**src/rtl/usb1_rx_pkg.sv**
```systemverilog
// Shared definitions for the full-speed USB receive front end.
//   - Line-state codes as seen on the synchronised {D+,D-} pair.
//   - Receive FSM state encoding.
//   - SYNC field pattern and the bit-stuffing run length.
package usb1_rx_pkg;

   localparam logic [1:0] LS_SE0 = 2'b00;
   localparam logic [1:0] LS_K   = 2'b01;
   localparam logic [1:0] LS_J   = 2'b10;
   localparam logic [1:0] LS_SE1 = 2'b11;

   typedef enum logic [2:0] {
      ST_IDLE = 3'd0,
      ST_SYNC = 3'd1,
      ST_DATA = 3'd2,
      ST_EOP  = 3'd3,
      ST_ERR  = 3'd4
   } rx_state_t;

   // Line level expected at each SYNC strobe, bit i = strobe i (1 = K, 0 = J):
   // K J K J K J K K, which NRZI-decodes to 0000_0001.
   localparam logic [7:0] SYNC_K_MASK = 8'b1101_0101;

   localparam int MAX_ONES = 6;

   function automatic logic sync_level_ok(input logic [2:0] idx, input logic [1:0] ls);
      return ls == (SYNC_K_MASK[idx] ? LS_K : LS_J);
   endfunction

endpackage

```
**src/rtl/usb1_rx_dpll.sv**
```systemverilog
// Input synchroniser and bit-timing recovery for the USB receive path.
// Ports:
//   i_clk         system clock (CLK_PER_BIT x bit rate)
//   i_rst_n       synchronous active-low reset
//   i_dp, i_dn    raw pad inputs
//   o_line_state  synchronised {D+,D-}
//   o_strobe      one-cycle sample strobe near the centre of each bit
module usb1_rx_dpll
   import usb1_rx_pkg::*;
#(
   parameter int CLK_PER_BIT = 4,
   parameter int SYNC_STAGES = 2
) (
   input  logic       i_clk,
   input  logic       i_rst_n,
   input  logic       i_dp,
   input  logic       i_dn,
   output logic [1:0] o_line_state,
   output logic       o_strobe
);

   localparam int PW = (CLK_PER_BIT > 1) ? $clog2(CLK_PER_BIT) : 1;
   localparam logic [PW-1:0] PH_LAST   = PW'(CLK_PER_BIT - 1);
   localparam logic [PW-1:0] PH_SAMPLE = PW'(CLK_PER_BIT / 2);

   logic [SYNC_STAGES-1:0][1:0] r_sync;
   logic [PW-1:0]               r_phase;
   logic                        w_change;

   // The last stage is about to take a new value: restart the bit phase so
   // the sample point lands CLK_PER_BIT/2 clocks after every line transition.
   assign w_change = r_sync[SYNC_STAGES-1] != r_sync[SYNC_STAGES-2];

   always_ff @(posedge i_clk) begin
      if (!i_rst_n) begin
         r_sync  <= {SYNC_STAGES{LS_J}};
         r_phase <= '0;
      end else begin
         r_sync <= {r_sync[SYNC_STAGES-2:0], {i_dp, i_dn}};
         if (w_change || r_phase == PH_LAST) begin
            r_phase <= '0;
         end else begin
            r_phase <= r_phase + 1'b1;
         end
      end
   end

   assign o_line_state = r_sync[SYNC_STAGES-1];
   assign o_strobe     = (r_phase == PH_SAMPLE);

endmodule

```
**src/rtl/usb1_rx_frontend.sv**
```systemverilog
// Full-speed USB 1.1 receive front end: NRZI decode, bit unstuffing, SYNC and
// EOP detection, byte assembly.
// Ports:
//   clk_i         system clock (48 MHz for 12 Mb/s)
//   rst_i         synchronous active-low reset
//   dp_i, dn_i    raw D+/D- from the pad
//   rx_en_i       receive enable (low while the transmitter owns the bus)
//   line_state_o  synchronised {D+,D-}
//   rx_data_o     received byte, valid while rx_valid_o is high
//   rx_valid_o    one-cycle byte strobe
//   rx_active_o   high from SYNC completion until EOP/abort
//   rx_error_o    one-cycle stuff/SE1/alignment error strobe
module usb1_rx_frontend
   import usb1_rx_pkg::*;
#(
   parameter int CLK_PER_BIT = 4,
   parameter int SYNC_STAGES = 2,
   parameter int IDLE_J_BITS = 8
) (
   input  logic       clk_i,
   input  logic       rst_i,
   input  logic       dp_i,
   input  logic       dn_i,
   input  logic       rx_en_i,
   output logic [1:0] line_state_o,
   output logic [7:0] rx_data_o,
   output logic       rx_valid_o,
   output logic       rx_active_o,
   output logic       rx_error_o
);

   localparam int JW = $clog2(IDLE_J_BITS + 1);

   logic [1:0]    w_ls;
   logic          w_strobe;
   logic          w_bit;

   rx_state_t     r_state;
   logic [1:0]    r_prev_lvl;
   logic [2:0]    r_ones;
   logic [6:0]    r_shift;
   logic [2:0]    r_bitcnt;
   logic [2:0]    r_sync_idx;
   logic [JW-1:0] r_jcnt;
   logic          r_se0_seen;
   logic [7:0]    r_data;
   logic          r_valid;
   logic          r_active;
   logic          r_error;

   usb1_rx_dpll #(
      .CLK_PER_BIT(CLK_PER_BIT),
      .SYNC_STAGES(SYNC_STAGES)
   ) u_dpll (
      .i_clk       (clk_i),
      .i_rst_n     (rst_i),
      .i_dp        (dp_i),
      .i_dn        (dn_i),
      .o_line_state(w_ls),
      .o_strobe    (w_strobe)
   );

   // NRZI: no transition means a 1.
   assign w_bit = (w_ls == r_prev_lvl);

   always_ff @(posedge clk_i) begin
      if (!rst_i) begin
         r_state    <= ST_IDLE;
         r_prev_lvl <= LS_J;
         r_ones     <= '0;
         r_shift    <= '0;
         r_bitcnt   <= '0;
         r_sync_idx <= '0;
         r_jcnt     <= '0;
         r_se0_seen <= 1'b0;
         r_data     <= '0;
         r_valid    <= 1'b0;
         r_active   <= 1'b0;
         r_error    <= 1'b0;
      end else begin
         r_valid <= 1'b0;
         r_error <= 1'b0;
         if (w_strobe) begin
            r_prev_lvl <= w_ls;
         end
         if (!rx_en_i) begin
            // Transmitter owns the bus: silent abort.
            r_state  <= ST_IDLE;
            r_active <= 1'b0;
            r_ones   <= '0;
            r_bitcnt <= '0;
         end else if (w_strobe) begin
            case (r_state)
               ST_IDLE: begin
                  if (w_ls == LS_K) begin
                     r_state    <= ST_SYNC;
                     r_sync_idx <= 3'd1;
                  end
               end
               ST_SYNC: begin
                  if (!sync_level_ok(r_sync_idx, w_ls)) begin
                     r_state <= ST_IDLE;
                  end else if (r_sync_idx == 3'd7) begin
                     r_state  <= ST_DATA;
                     r_active <= 1'b1;
                     r_ones   <= '0;
                     r_bitcnt <= '0;
                  end else begin
                     r_sync_idx <= r_sync_idx + 3'd1;
                  end
               end
               ST_DATA: begin
                  if (w_ls == LS_SE0) begin
                     r_state <= ST_EOP;
                     // Packet ended mid-byte: alignment error.
                     r_error <= (r_bitcnt != 3'd0);
                  end else if (w_ls == LS_SE1) begin
                     r_state    <= ST_ERR;
                     r_error    <= 1'b1;
                     r_se0_seen <= 1'b0;
                     r_jcnt     <= '0;
                  end else if (r_ones == 3'(MAX_ONES)) begin
                     if (w_bit) begin
                        r_state    <= ST_ERR;
                        r_error    <= 1'b1;
                        r_se0_seen <= 1'b0;
                        r_jcnt     <= '0;
                     end else begin
                        // Stuffed zero: dropped, not part of the byte.
                        r_ones <= '0;
                     end
                  end else begin
                     r_ones   <= w_bit ? r_ones + 3'd1 : 3'd0;
                     r_shift  <= {w_bit, r_shift[6:1]};
                     r_bitcnt <= r_bitcnt + 3'd1;
                     if (r_bitcnt == 3'd7) begin
                        r_data  <= {w_bit, r_shift};
                        r_valid <= 1'b1;
                     end
                  end
               end
               ST_EOP: begin
                  if (w_ls == LS_J) begin
                     r_state  <= ST_IDLE;
                     r_active <= 1'b0;
                  end
               end
               ST_ERR: begin
                  if (w_ls == LS_SE0) begin
                     r_se0_seen <= 1'b1;
                     r_jcnt     <= '0;
                  end else if (w_ls == LS_J) begin
                     if (r_se0_seen || r_jcnt == JW'(IDLE_J_BITS - 1)) begin
                        r_state  <= ST_IDLE;
                        r_active <= 1'b0;
                     end else begin
                        r_jcnt <= r_jcnt + 1'b1;
                     end
                  end else begin
                     // K or SE1 breaks both the SE0-J sequence and the J run.
                     r_se0_seen <= 1'b0;
                     r_jcnt     <= '0;
                  end
               end
               default: r_state <= ST_IDLE;
            endcase
         end
      end
   end

   assign line_state_o = w_ls;
   assign rx_data_o    = r_data;
   assign rx_valid_o   = r_valid;
   assign rx_active_o  = r_active;
   assign rx_error_o   = r_error;

endmodule

```
**config.mk**
```make
export PLATFORM = sky130hd
export DESIGN_NAME = usb1_rx_frontend
export DESIGN_NICKNAME = d
export VERILOG_FILES = /design/src/rtl/usb1_rx_pkg.sv /design/src/rtl/usb1_rx_dpll.sv /design/src/rtl/usb1_rx_frontend.sv
export SDC_FILE = /design/constraint.sdc
export NUM_CORES = 1
export LEC_CHECK = 0
export ABC_AREA = 1
export CORE_UTILIZATION = 62
export DETAILED_ROUTE_END_ITERATION = 8
export GPL_TIMING_DRIVEN = 0
export PLACE_DENSITY = 0.93
export SLEW_MARGIN = 5
export SYNTH_ARGS = -nofsm -noshare
export SYNTH_HDL_FRONTEND = slang
export SYNTH_SLANG_ARGS = --single-unit
```
**constraint.sdc**
```tcl
create_clock -name clk_i -period 4.79 [get_ports clk_i]
set_input_delay 0.958 -clock clk_i [delete_from_list [all_inputs] [get_ports clk_i]]
set_output_delay 0.958 -clock clk_i [all_outputs]
set_load 0.01 [all_outputs]
```
Word-level counts from Yosys, hierarchy flattened --
Memory sizes are Yosys's and may differ from the RTL's. A register that Yosys moved wholly into a read port is not among the register bits. Cells that the tools add are included.
Storage, ports and cells: register bits 43, memory bits (read-only) 8, input bits 5, output and inout port bits 13, word-level logic and storage cells 144, memories kept 1
Memories:
- (no name shown) | depth 8, bits a word 1, rd ports 1, clocked after memory_dff 1, write ports 0, RTL line usb1_rx_pkg.sv:27 | return ls == (SYNC_K_MASK[idx] ? LS_K : LS_J);
Operators by class: $add $sub $neg 5, $lt $le $gt $ge 1, equal/unequal tests 35, multiplexer cells 58, bitwise logic cells 7, reduce and logical (&&, ||, !) cells 22
Operators with widths (count):
- $mux 3 | 25
- $reduce_and 7->1 | 5
- $mux 4 | 7
- $ne 2x2->1 const B | 11
- $mux 1 | 18
- $pmux 3 s2 | 3
- $ne 3x3->1 const B | 5
- $pmux 3 s5 | 1
- $eq 3x3->1 const B | 4
- $ne 4x4->1 const B | 3
- $reduce_and 6->1 | 2
- $add 3x1->3 const B | 3
- $reduce_and 9->1 | 1
- $eq 2x2->1 const B | 4
- $pmux 4 s2 | 1
- $reduce_and 8->1 | 1
- $not 1->1 | 7
- $reduce_or 7->1 | 1
- $eq 3x2->1 const B | 2
- $reduce_bool 2->1 | 3
- $reduce_bool 3->1 | 2
- $add 4x1->4 const B | 1
- $eq 2x2->1 | 2
- $eq 4x3->1 const B | 1
- other kinds (14) | 15

Longest topological paths before layout --
depth in word-level cells 8, gate-level depth with buffers 12, depth with buffers taken out 12

Modules after synthesis --
From an unflattened synthesis, not the netlist that was laid out.
Second synthesis, totals: cell total of the unflattened synthesis 365, area total of the unflattened synthesis 2477.4 sq um
Modules (own cells, without submodules):
- usb1_rx_frontend | times used 1, cells each 334, area each 2229.6 sq um, sequential area each 760.7 sq um
- usb1_rx_dpll | times used 1, cells each 31, area each 247.7 sq um, sequential area each 120.1 sq um

Worst setup path after synthesis --
Ideal clock, no wire load.
kind in2reg, start point input port rx_en_i, end point register r_data[3], in the netlist rx_data_o[3], arrival 1646 ps, setup slack 3026 ps, stages on the path 7, path buffers 0, path through nand2_1 > inv_1 > nand2_1 > nor2_8 > nand2_4 > o21ai_1 > a21oi_1
On the way: cells in the longest elaborated chain, start to end 1
RTL lines:
- from (decl) | RTL line usb1_rx_frontend.sv:24 | input logic rx_en_i,
- $reduce_and 7->1 (no line)
- to (signal assigned) | RTL line usb1_rx_frontend.sv:137 | r_data <= {w_bit, r_shift};
- to (decl) | RTL line usb1_rx_frontend.sv:46 | logic [7:0] r_data;
No other way between the ends. A chain may end at the register's enable or synchronous reset.

Worst setup path in the final report --
start point register u_dpll.r_sync, in the netlist u_dpll.o_line_state[1], end point output port line_state_o[1]
RTL lines:
- from (decl) | RTL line usb1_rx_dpll.sv:26 | logic [SYNC_STAGES-1:0][1:0] r_sync;
- from (signal assigned) | RTL line usb1_rx_dpll.sv:36 | r_sync <= {SYNC_STAGES{LS_J}};
- from (signal assigned) | RTL line usb1_rx_dpll.sv:39 | r_sync <= {r_sync[SYNC_STAGES-2:0], {i_dp, i_dn}};
- to (decl) | RTL line usb1_rx_frontend.sv:25 | output logic [1:0] line_state_o,
No word-level cell between the ends.

==> summary.md <==
| Metric | Value |
|---|---|
| Run status | complete, no violations |
| Fraction of power spent switching nets | 24.1% |
| Main area contributors after synthesis | dfxtp_1, nand2_1, nor2_1, ha_1, inv_1 |
| Growth of design area from synthesis to finish | 14.5% |
| Top layer in use | met4 |
| Leakage power | 1.29 nW |
| Row count | 22 |
| Startpoint class of the critical path | flip-flop |
| Die height | approximately 64 um |
| Maximum number of pins on one net before global-route repair | 16 |
| Max-cap violations | 0 |
| First drt pass iteration count | 4 |
| Clock tree from TritonCTS | built |
| Worst flop-to-flop path endpoint | r_ones[2] |
| EDFF count, synth | 0 |
| Met3 routed wirelength | 275 um |
| Post-route antenna net violation count | 0 |
| Area of all placed cells without fillers | 2740 um2 |
| TritonCTS Buffers | 5 |
| Worst path arrival time | ~1.5 ns |
| Launch point of the worst reg-to-reg path | u_dpll.o_line_state[0] |
| Worst Reg-to-Reg Cells | 10 |
| Antenna violations before repair | 0 |
| Global-route usage over all layers | 30.0% |
| Slew at the pin closest to its max-slew limit | between 0.5 and 0.6 ns |
| Pre-CTS worst setup slack | 2.35 ns |
| # nets final | 388 |
| Die outline width | 64.1 um |
| Core outline area | 3690 um2 |
| Classification of the worst-slack hold path | reg -> reg |
| Worst setup path endpoint | line_state_o[1] |
| DRT iter0 DRCs | 184 |
| Tmin final | about 2.5 ns |
| Main synth FF type | dfxtp_1 |
| Instance area after placement | 2620 um2 |
| Post-synthesis cell type count | 31 |
| Leading cell type in the layout, fill and taps excluded | nand2_1 |
| Peak Freq | roughly 410 MHz |
| Global-route wire length before repair | 9560 um |
| CP startpoint | u_dpll.o_line_state[1] |
| Later-pin clock latency in the skew report | 0.31 ns |
| Part of the power in registers | 52.3% |
| Number of sinks on the clock net | 44 |
| Number of global-route vias before repair | 2178 |
| Worst rel slew slack | 66.0% |
| Post-CTS clock slew at the launch and capture registers of the worst setup and hold paths | 0.09 ns |
| GP Congestion | slightly above 0.9 |
| Maximum vdd drop | 0.000210 V |
| Fraction of post-synthesis cell area in the top cell type by area | approximately 37% |
| Total count of max-transition violations in the final report | 0 |
| Commonest cells after routing, fill and taps aside | nand2_1, nor2_1, dfxtp_1 |
| Part of the Yosys area used for sequential elements | 36.9% |
| Buffer type at the clock tree root | clkbuf_8 |
| Clk network pwr share | between 40% and 50% |
| Netlist area before placement | 2390 um2 |
| Number of hold-slack violations in the final timing report | 0 |
| Post-Route Utilization | around three quarters |
| Initial core utilization | 64.8% |
| Postcts setup bufs | 0 |
| Power Density | 260 nW/um2 |
| CTS-repair resized insts | 0 |
| Layout cell share with drive strength beyond 1 | 11.7% |
| Number of I/O port buffers | 17 |
| Hold-fix buffers at CTS | 0 |
| H-tree level count | 2 |
| Power Internal | around 0.54 mW |
| Maximum clock path buffer count | 2 |
| Async SR Flop Fraction | 0% |
| Setup WS post-layout | between 2 and 2.5 ns |
| Max Fanout on Critical Path | 8 |
| Aggregate routed wire length | 5380 um |
| Metal2 WL | 2560 um |
| Final cycle utilization of the critical path | 51.2% |
| Crit. End Element | output port |
| Setup_tns | 0 ns |
| Drc violations | 0 |
| DP Wirelength | 4090 um |
| Syn_nets | 364 |
| Setup repair after global routing missed its margin | no |
| Post-Synthesis Cells | about 340 |
| Classification of the worst setup path | reg -> out |
| Share of power burned in combinational logic | 5.8% |
| Count of synthesis-stage warnings from yosys | 0 |
| Net switching power of the design | 0.172 mW |
| CP Data Required Time | roughly 3.8 ns |
| Die outline area | about 4100 um2 |
| Synthesized area per cell | 6.95 um2 |
| Register bit count reported by yosys | 44 |
| Vias after detailed routing | 2233 |
| Wire length the detailed router placed on met1 | 2400 um |
| Register-to-register setup slack | 2.73 ns |
| Count of pins on the block boundary | 18 |
| Largest area contributor in the synthesized netlist | dfxtp_1 |
| Residual overflow from global routing | 0 |
| Final Skew | between 0.004 and 0.005 ns |
| Routed length per instance | ~13 um |
| Avg Vias per Cell | 5.35 |
| Setup-violating endpoint count in the final report | 0 |
| Antenna diode count | 0 |
## kinds of logic after synthesis
family | after synthesis | synth area share [%]
flip-flops | 44 | 36.9
AO/OA/AOI/OAI | 49 | 10.9
adder cells (fa/ha/maj) | 15 | 7.85
AND/OR/NAND/NOR | 181 | 34.6
XOR/XNOR | 1 | 0.367
buffers and inverters | 54 | 9.42
## worst min path at each step
stage               slack (ns)              start                 to  depth (start not counted)
finish                    0.46       rx_data_o[3]       rx_data_o[3]                          2
global route              0.48  u_dpll.r_phase[0]  u_dpll.r_phase[0]                          1
CTS                       0.46       rx_data_o[3]       rx_data_o[3]                          2
detailed placement        0.44       rx_data_o[3]       rx_data_o[3]                          2
global placement          0.43  u_dpll.r_phase[0]  u_dpll.r_phase[0]                          1
floorplan                 0.42  u_dpll.r_phase[0]  u_dpll.r_phase[0]                          1
## critical path: stages, from the launching register on
cell and delay (ns):
dfxtp_1 0.50, buf_4 0.17, clkdlybuf4s50_1 0.52
## cell type report
type | instances | area, um2
Multi-Input combinational cell | 246 | 1280
Inverter | 47 | 186
Buffer | 7 | 38.8
Tap cell | 48 | 60.1
Clock buffer | 5 | 68.8
Clock inverter | 3 | 47.5
Timing Repair Buffer | 17 | 170
Fill cell | 292 | 952
Sequential cell | 44 | 881
## state kept, by name (all words and copies together), names as in the netlist, named ones only
signal               count
u_dpll.r_sync            2
r_bitcnt                 3
r_sync_idx               3
r_se0_seen               1
rx_data_o                8
r_shift                  7
u_dpll.r_phase           2
rx_valid_o               1
r_jcnt                   4
r_prev_lvl               2
rx_active_o              1
r_ones                   3
r_state                  3
u_dpll.o_line_state      2
rx_error_o               1
## Yosys cell counts, types with 5 or more instances
cell	number
ha_1	15
inv_1	41
nor3_1	7
o21ai_1	13
nand2_1	77
dfxtp_1	44
nor2_1	52
nand3_1	18
nand4_1	5
o21ai_0	12
nand2_2	5
nor2_2	6
a21oi_1	18
## power by group through the flow
stage                     combinational, mW  clock (mW)  sequential [mW]
after floorplan                      0.0268           0            0.380
after global placement               0.0388           0            0.381
after detailed placement             0.0401           0            0.381
after CTS                            0.0403       0.303            0.373
after global routing                 0.0456       0.319            0.373
final                                0.0411       0.298            0.373
## per-layer routing
layer	vias up	global-route usage (%)
met5	-	0
met1	1017	35.8
met4	0	13.6
li1	1136	-
met2	66	51.1
met3	14	6.25
## through the flow
stage / power, mW / cells / hold slack (ns)
after global placement: 0.420 / 409 / 0.433
after global routing: 0.738 / 417 / 0.483
after detailed placement: 0.421 / 409 / 0.439
after CTS: 0.716 / 417 / 0.456
final: 0.712 / 417 / 0.458
after floorplan: 0.407 / 344 / 0.417
Power figures use the tool's default switching activity.
